**config.mk**
```make
export PLATFORM = sky130hd
export DESIGN_NAME = fwd_hazard_unit_flat
export DESIGN_NICKNAME = d
export VERILOG_FILES = /design/src/rtl/pipe_pkg.sv /design/src/rtl/fwd_hazard_unit_if.sv /design/src/rtl/fwd_hazard_unit_fwd_sel_calc.sv /design/src/rtl/fwd_hazard_unit.sv /design/src/flat_wrapper.sv
export SDC_FILE = /design/constraint.sdc
export NUM_CORES = 1
export LEC_CHECK = 0
export ABC_AREA = 1
export BUFFER_PORTS_ARGS = -buffer_cell sky130_fd_sc_hd__buf_4
export CORE_AREA = 5 5 51 53
export CTS_CLUSTER_DIAMETER = 100
export DETAILED_ROUTE_END_ITERATION = 12
export DIE_AREA = 0 0 56 58
export PLACE_DENSITY = 0.72
export SYNTH_ARGS = -nofsm -noshare
export SYNTH_HDL_FRONTEND = slang
export SYNTH_SLANG_ARGS = --single-unit
```
**constraint.sdc**
```tcl
create_clock -name clk -period 1.8 [get_ports clk]
set_clock_uncertainty 0.1 [all_clocks]
set_input_delay 0 -clock clk [delete_from_list [all_inputs] [get_ports clk]]
set_output_delay 0 -clock clk [all_outputs]
set_load 0.05 [all_outputs]
```
**src/rtl/pipe_pkg.sv**
```systemverilog
// Shared definitions for the forwarding/hazard unit: select codes,
// address width and the tracking-slot layout.
package pipe_pkg;

  localparam int REG_ADDR_W  = 5;
  localparam int NUM_SRC_SEL = 2;

  // Operand-mux select codes; 2'b11 is never produced.
  localparam logic [1:0] SEL_RF    = 2'b00;
  localparam logic [1:0] SEL_EXMEM = 2'b01;
  localparam logic [1:0] SEL_MEMWB = 2'b10;

  // Shadow of one in-flight instruction's destination/control fields.
  typedef struct packed {
    logic                  valid;
    logic [REG_ADDR_W-1:0] dst;
    logic                  regwrite;
    logic                  memread;
  } slot_t;

  localparam slot_t SLOT_BUBBLE = '0;

endpackage

```
**src/rtl/fwd_hazard_unit_if.sv**
```systemverilog
// ID-stage request fields in, stall and operand selects out.
interface fwd_hazard_unit_if #(
  parameter int REG_ADDR_W  = pipe_pkg::REG_ADDR_W,
  parameter int NUM_SRC_SEL = pipe_pkg::NUM_SRC_SEL
);

  logic                   id_valid;
  logic [REG_ADDR_W-1:0]  id_rs;
  logic [REG_ADDR_W-1:0]  id_rt;
  logic [REG_ADDR_W-1:0]  id_dst;
  logic                   id_regwrite;
  logic                   id_memread;
  logic                   flush;
  logic                   stall;
  logic [NUM_SRC_SEL-1:0] fwd_a;
  logic [NUM_SRC_SEL-1:0] fwd_b;

  // Pipeline control side: presents the ID instruction, consumes the results.
  modport master (
    output id_valid, id_rs, id_rt, id_dst, id_regwrite, id_memread, flush,
    input  stall, fwd_a, fwd_b
  );

  // Hazard unit side.
  modport slave (
    input  id_valid, id_rs, id_rt, id_dst, id_regwrite, id_memread, flush,
    output stall, fwd_a, fwd_b
  );

endinterface

```
**src/rtl/fwd_hazard_unit_fwd_sel_calc.sv**
```systemverilog
// Priority compare of one source address against the EX and MEM
// tracking slots; the younger producer (EX) wins.
module fwd_sel_calc
  import pipe_pkg::*;
(
  input  logic [REG_ADDR_W-1:0] src,
  input  logic                  ex_valid,
  input  logic                  ex_regwrite,
  input  logic [REG_ADDR_W-1:0] ex_dst,
  input  logic                  mem_valid,
  input  logic                  mem_regwrite,
  input  logic [REG_ADDR_W-1:0] mem_dst,
  output logic [1:0]            sel
);

  // Register 0 is never forwarded; WB matches are served by the register
  // file because it writes before it reads.
  always_comb begin
    sel = SEL_RF;
    if (src != '0) begin
      if (ex_valid && ex_regwrite && (ex_dst == src)) begin
        sel = SEL_EXMEM;
      end else if (mem_valid && mem_regwrite && (mem_dst == src)) begin
        sel = SEL_MEMWB;
      end
    end
  end

endmodule

```
**src/rtl/fwd_hazard_unit.sv**
```systemverilog
// Forwarding select and load-use stall generation for the EX stage.
// Selects are computed as an instruction enters EX and registered, so
// they are valid for the whole cycle that instruction spends in EX.
module fwd_hazard_unit #(
  parameter int REG_ADDR_W  = pipe_pkg::REG_ADDR_W,
  parameter int NUM_SRC_SEL = pipe_pkg::NUM_SRC_SEL  // must be 2
) (
  input  logic              clk,
  input  logic              rst,
  fwd_hazard_unit_if.slave  bus
);

  import pipe_pkg::*;

  slot_t                  ex_reg, mem_reg, wb_reg;
  slot_t                  ex_next;
  logic [NUM_SRC_SEL-1:0] fwd_reg  [2];
  logic [NUM_SRC_SEL-1:0] fwd_next [2];
  logic [REG_ADDR_W-1:0]  src      [2];
  logic [1:0]             sel_calc [2];
  logic                   stall_hit;
  logic                   advance;
  logic                   wb_unused;

  assign src[0] = bus.id_rs;
  assign src[1] = bus.id_rt;

  // A load in EX whose (non-zero) destination is read by the ID instruction.
  assign stall_hit = bus.id_valid && ex_reg.valid && ex_reg.memread &&
                     (ex_reg.dst != '0) &&
                     ((ex_reg.dst == bus.id_rs) || (ex_reg.dst == bus.id_rt));

  // Flush wins over stall: both produce a bubble in EX.
  assign advance = bus.id_valid && !stall_hit && !bus.flush;

  // The WB slot is tracked for pipeline fidelity but never forwarded from.
  assign wb_unused = ^wb_reg;

  // Select the slot that enters EX: the ID instruction or a bubble.
  always_comb begin
    ex_next = SLOT_BUBBLE;
    if (advance) begin
      ex_next.valid    = 1'b1;
      ex_next.dst      = bus.id_dst;
      ex_next.regwrite = bus.id_regwrite;
      ex_next.memread  = bus.id_memread;
    end
  end

  // One priority compare per operand (A from rs, B from rt).
  generate
    for (genvar gi = 0; gi < 2; gi++) begin : g_operand
      fwd_sel_calc u_calc (
        .src          (src[gi]),
        .ex_valid     (ex_reg.valid),
        .ex_regwrite  (ex_reg.regwrite),
        .ex_dst       (ex_reg.dst),
        .mem_valid    (mem_reg.valid),
        .mem_regwrite (mem_reg.regwrite),
        .mem_dst      (mem_reg.dst),
        .sel          (sel_calc[gi])
      );
      assign fwd_next[gi] = advance ? sel_calc[gi] : SEL_RF;
    end
  endgenerate

  // Advance the tracking slots and latch the selects for the entering instruction.
  always_ff @(posedge clk) begin
    if (rst) begin
      ex_reg     <= SLOT_BUBBLE;
      mem_reg    <= SLOT_BUBBLE;
      wb_reg     <= SLOT_BUBBLE;
      fwd_reg[0] <= SEL_RF;
      fwd_reg[1] <= SEL_RF;
    end else begin
      wb_reg     <= mem_reg;
      mem_reg    <= ex_reg;
      ex_reg     <= ex_next;
      fwd_reg[0] <= fwd_next[0];
      fwd_reg[1] <= fwd_next[1];
    end
  end

  assign bus.stall = stall_hit;
  assign bus.fwd_a = fwd_reg[0];
  assign bus.fwd_b = fwd_reg[1];

endmodule

```
**src/flat_wrapper.sv**
```systemverilog
// flat-port wrapper written by rule: the top's interface ports become plain ports
module fwd_hazard_unit_flat import pipe_pkg::*;
#(
  parameter int REG_ADDR_W  = pipe_pkg::REG_ADDR_W,
  parameter int NUM_SRC_SEL = pipe_pkg::NUM_SRC_SEL              
)
  (clk, rst, bus_id_valid, bus_id_rs, bus_id_rt, bus_id_dst, bus_id_regwrite, bus_id_memread, bus_flush, bus_stall, bus_fwd_a, bus_fwd_b);
  fwd_hazard_unit_if #(.REG_ADDR_W(REG_ADDR_W), .NUM_SRC_SEL(NUM_SRC_SEL)) bus_i ();
  input  logic clk;
  input  logic rst;
  input wire logic [$bits(bus_i.id_valid)-1:0] bus_id_valid;
  input wire logic [$bits(bus_i.id_rs)-1:0] bus_id_rs;
  input wire logic [$bits(bus_i.id_rt)-1:0] bus_id_rt;
  input wire logic [$bits(bus_i.id_dst)-1:0] bus_id_dst;
  input wire logic [$bits(bus_i.id_regwrite)-1:0] bus_id_regwrite;
  input wire logic [$bits(bus_i.id_memread)-1:0] bus_id_memread;
  input wire logic [$bits(bus_i.flush)-1:0] bus_flush;
  output wire logic [$bits(bus_i.stall)-1:0] bus_stall;
  output wire logic [$bits(bus_i.fwd_a)-1:0] bus_fwd_a;
  output wire logic [$bits(bus_i.fwd_b)-1:0] bus_fwd_b;
  assign bus_i.id_valid = bus_id_valid;
  assign bus_i.id_rs = bus_id_rs;
  assign bus_i.id_rt = bus_id_rt;
  assign bus_i.id_dst = bus_id_dst;
  assign bus_i.id_regwrite = bus_id_regwrite;
  assign bus_i.id_memread = bus_id_memread;
  assign bus_i.flush = bus_flush;
  assign bus_stall = bus_i.stall;
  assign bus_fwd_a = bus_i.fwd_a;
  assign bus_fwd_b = bus_i.fwd_b;
  fwd_hazard_unit #(.REG_ADDR_W(REG_ADDR_W), .NUM_SRC_SEL(NUM_SRC_SEL)) u_core (.clk(clk), .rst(rst), .bus(bus_i));
endmodule
```
After elaboration in Yosys (flattened, before gate mapping) --
Memory sizes are Yosys's and may differ from the RTL's. Cells that the tools add are included. W data, S select, Z words.
Word-level totals: register bits 15, latch bits 0, RAM bits 4, ROM bits 0, bits of input ports 21, word-level logic and storage cells 48, memories kept 1
Operators by class: $add $sub $neg 0, multipliers 0, div/mod/pow operators 0, order comparisons 0, equality and inequality tests 4, shifts and indexed selects 0, mux-type cells 14, bitwise gates (word level) 3, reductions and logical operators 19
Memory list:
- u_core.fwd_reg | depth 2, bits a word 2, rd ports 2, clocked after Yosys merged registers in 0, write ports 2, line fwd_hazard_unit.sv:17 | logic [NUM_SRC_SEL-1:0] fwd_reg [2];
Operators with widths (number):
- $eq A5 B5 Y1 | 4
- $mux W2 | 10
- $reduce_bool A5 Y1 | 3
- $logic_and A1 B1 Y1 | 12
- $mux W8 | 1
- $mux W1 | 3
- $logic_not A1 Y1 | 2
- $or A1 B1 Y1 | 2
- $reduce_or A2 Y1 | 1
- $logic_or A1 B1 Y1 | 1
- $not A1 Y1 | 1

Depth between registers and ports, before layout --
depth after elaboration 9, depth in mapped cells 9

Hierarchy --
Synthesis repeated with hierarchy kept, for this count alone.
Second synthesis, totals: cells, all modules 229, area, all modules 1231.2 µm²
Modules (own cells, without submodules):
- fwd_hazard_unit | instances 1, cells an instance 109, area an instance 750.7 µm², sequential area each 380.4 µm²
- fwd_sel_calc | instances 2, cells an instance 60, area an instance 240.2 µm², sequential area each 0.0 µm²

Least setup slack after synthesis --
Ideal clock, no wire load.
path type reg2out, start point register u_core.ex_reg[4] in the netlist's numbering, end point output port bus_stall, data arrival time 1.187 ns, data required time 1.700 ns, path slack 0.513 ns, cell stages (with the launch flop) 9, cells stage by stage dfxtp_1 > inv_2 > nand2_1 > nand2_1 > nor2_2 > nand3_2 > nand2_2 > nand2_4 > inv_1
Between the ends: longest elaborated chain between the ends 3, elaborated cells on any way between the ends 6, those cells by class 2 x eq/ne; 4 x reduce/logical
Ends and longest elaborated chain:
- start, declared | line fwd_hazard_unit.sv:15 | slot_t ex_reg, mem_reg, wb_reg;
- start signal, assigned | line fwd_hazard_unit.sv:78 | ex_reg <= ex_next;
- $eq A5 B5 Y1 / $reduce_bool A5 Y1 (equally long branches) | line fwd_hazard_unit.sv:31, fwd_hazard_unit.sv:30
- $logic_or A1 B1 Y1 / $logic_and A1 B1 Y1 (equally long branches) | line fwd_hazard_unit.sv:31, fwd_hazard_unit.sv:29
- $logic_and A1 B1 Y1 (*) | line fwd_hazard_unit.sv:30 | (ex_reg.dst != '0) &&
- end, declared | line flat_wrapper.sv:18 | output wire logic [$bits(bus_i.stall)-1:0] bus_stall;
Every way passes the cells marked *; elsewhere a longest branch is shown, timed or not.

==> results.ini <==
[critical_path]
reg2reg_to = u_core.fwd_reg[0][1]
critical_path.startpoint_type = flip-flop
cp-startpoint = u_core.ex_reg[4]
endpoint_kind = flip-flop
worst-endpoint-arrival_ns = 1.81
crit_path_end = u_core.fwd_reg[0][1]
cp_max_fo = 4
crit-reg2reg-launch = u_core.ex_reg[4]
crit_required_ns = 1.92
critical_path_class = reg -> reg
r2r.worst_path.cells = 8
r2r_slack_ns = 0.11

[die]
initial_standard_cell_utilization_of_the_core = 0.461
die_height_um = 58
ioPinCount = 26
die_w_um = 56
design.die.area_mm2 = 0.00325
core-area_mm2 = 0.00211
rows = 17

[cts]
tritoncts_num_sinks = 19
skew_pair_late_insertion_delay_ns = 0.30
cts_inserted_buffers = 3
clock_h_tree_levels = 1
cts_tree = built
clk_transition_reported_paths_ns = 0.11
ctsLongestPathBuffers = 2
root_buffer = sky130_fd_sc_hd__clkbuf_4

[detailed_routing]
route.detailed.wl_per_inst_um = 11.0
firstDrtPassIters = 4
routed_wl_um = 2240
antenna_violating_nets_post_route = 0
drt-vias-per-instance = 4.51
drt-initial-drc-count = 19
num_vias = 921
drc = 0

[power_and_ir_drop]
total_leakage_power_uw = 0.000686
part_of_the_power_in_combinational_logic = 0.182
internal-power_uw = 587
design_power_total_uw = 794
seq_power_share = 0.546
vdd.ir_drop.worst_v = 0.000363
swShare = 0.261
switching_power_uw = 207
power-per-cell-area_mw_per_mm2 = 584
clockPowerShare = 0.272

[logic_synthesis]
yosys_register_bits = 19
postSynthCellCount = 134
synth.distinct_cells = 20
syn_avg_cell_area_um2 = 7.25
synth.cell_area_um2 = 971
syn-num-nets = 155
synth-warning-count = 0
ys_seq_area_frac = 0.392

[placed_design]
port_buffers = 25
detailed_place_hpwl_um = 1780
gp_routability_congestion = 0.850

[hold_path]
min_path_cells = 5
timing.hold.worst.class = in -> reg

[global_route]
grt_start_max_net_pins = 12
grt_pass1_wl_um = 3770
grt_antenna_before_repair = 0
grt_overflow_total = 0
grtUsageTotal = 0.145
grt_pass1_vias = 935

[final_layout]
share_of_cells_above_drive_strength_1 = 0.318
antenna_cells_inserted = 0
final_net_count = 198
mostFrequentLayoutCell = sky130_fd_sc_hd__nand2_1
flip_flop_count_of_the_largest_register_all_copies_and_words_added = 8
commonest_cells_after_routing_fill_and_taps_aside = sky130_fd_sc_hd__nand2_1 (27), sky130_fd_sc_hd__inv_1 (26), sky130_fd_sc_hd__buf_4 (26)
area_growth_syn_to_layout_pct = 39.9
finish.utilization = 0.645

[sta]
drv_slew = 0
holdWs_ns = 0.0194
tightest_slew_ns = 0.375
rsz0062_at_grt = no
period_minus_slack_ns = 1.69
finalHoldViolCount = 0
setup-tns-final_ns = 0
setup_viol_count_final = 0
clock.fmax_ghz = 0.591
slew_headroom = 0.750
period_share = 0.940

[run]
timing.max_cap.violations = 0

[outcome]
run_status = finished, final reports clean

==> critical path, cell delays in order (launching register included) <==
cell and delay, ns:
sky130_fd_sc_hd__dfxtp_2 0.38, sky130_fd_sc_hd__inv_2 0.05, sky130_fd_sc_hd__nand2_1 0.06, sky130_fd_sc_hd__nand2_1 0.06, sky130_fd_sc_hd__nor2_2 0.14, sky130_fd_sc_hd__nand4_1 0.14
sky130_fd_sc_hd__nand4_1 0.10, sky130_fd_sc_hd__dlygate4sd3_1 0.54, sky130_fd_sc_hd__nor2_1 0.04
==> worst min-delay path by stage <==
stage                               start  slack, ns                    to
after CTS                    bus_id_rs[4]       0.02  u_core.fwd_reg[0][1]
final                        bus_id_rs[4]       0.02  u_core.fwd_reg[0][1]
after floorplan            bus_id_memread       0.03      u_core.ex_reg[0]
after global routing         bus_id_rs[4]       0.05  u_core.fwd_reg[0][1]
after detailed placement    bus_id_dst[1]       0.13      u_core.ex_reg[3]
after global placement    bus_id_regwrite       0.12      u_core.ex_reg[1]
==> through the flow <==
step	std cells	area, µm²	setup WS, ns
2_1_floorplan	134	971	0.513
3_3_place_gp	186	1190	0.489
3_5_place_dp	186	1190	0.445
4_1_cts	203	1350	0.0368
5_1_grt	204	1360	0.00665
6_report	204	1360	0.108
==> cell families after synthesis <==
logic type | Yosys count | synth area share
flip-flops | 19 | 0.392
AND/OR/NAND/NOR | 70 | 0.388
XOR/XNOR | 6 | 0.0541
buffers and inverters | 31 | 0.121
AO/OA/AOI/OAI | 8 | 0.0451
==> cell type report <==
cell class,count,area [µm²]
fill,192,747
multi-input combinational,84,473
tap,28,35.0
sequential,19,385
clock inverter,1,5.00
clock buffer,3,22.5
timing repair buffer,39,325
inverter,30,113
==> metal layers <==
metal,global-route usage,vias to the layer above,part of all wire
li1,-,492,-
met1,0.158,401,0.44
met2,0.282,24,0.50
met3,0.0245,4,0.045
met4,0.0508,0,0.016
met5,0,-,0
==> power groups by stage <==
stage	clock (µW)	combinational, µW	sequential, µW
6_report	216	145	434
4_1_cts	222	142	434
3_3_place_gp	0	118	443
5_1_grt	238	159	435
3_5_place_dp	0	121	443
2_1_floorplan	0	64.8	442
==> synthesized netlist by cell type <==
master | number | area, µm²
sky130_fd_sc_hd__nor2_2 | 10 | 62.6
sky130_fd_sc_hd__nand4_1 | 6 | 37.5
sky130_fd_sc_hd__inv_2 | 4 | 15.0
sky130_fd_sc_hd__o21ai_0 | 1 | 5.00
sky130_fd_sc_hd__buf_2 | 1 | 5.00
sky130_fd_sc_hd__nor3_1 | 4 | 20.0
sky130_fd_sc_hd__nand2_2 | 1 | 6.26
sky130_fd_sc_hd__nand2_1 | 27 | 101
sky130_fd_sc_hd__nand2_8 | 1 | 20.0
sky130_fd_sc_hd__nor3b_4 | 1 | 18.8
sky130_fd_sc_hd__nand2_4 | 1 | 11.3
sky130_fd_sc_hd__xnor2_1 | 1 | 8.76
sky130_fd_sc_hd__o22ai_1 | 3 | 18.8
sky130_fd_sc_hd__dfxtp_1 | 19 | 380
sky130_fd_sc_hd__nand3_1 | 2 | 10.0
sky130_fd_sc_hd__xor2_1 | 5 | 43.8
sky130_fd_sc_hd__nor2_1 | 13 | 48.8
sky130_fd_sc_hd__a21oi_1 | 4 | 20.0
sky130_fd_sc_hd__inv_1 | 26 | 97.6
sky130_fd_sc_hd__nand3_2 | 4 | 40.0
==> what timing repair did <==
action,in CTS,in global routing
gates resized for setup,0,4
endpoints found under the hold margin,19,0
hold buffers,13,0
setup endpoints to repair,0,2
buffers inserted,0,1
No activity file was read; power rests on OpenSTA's default activity.
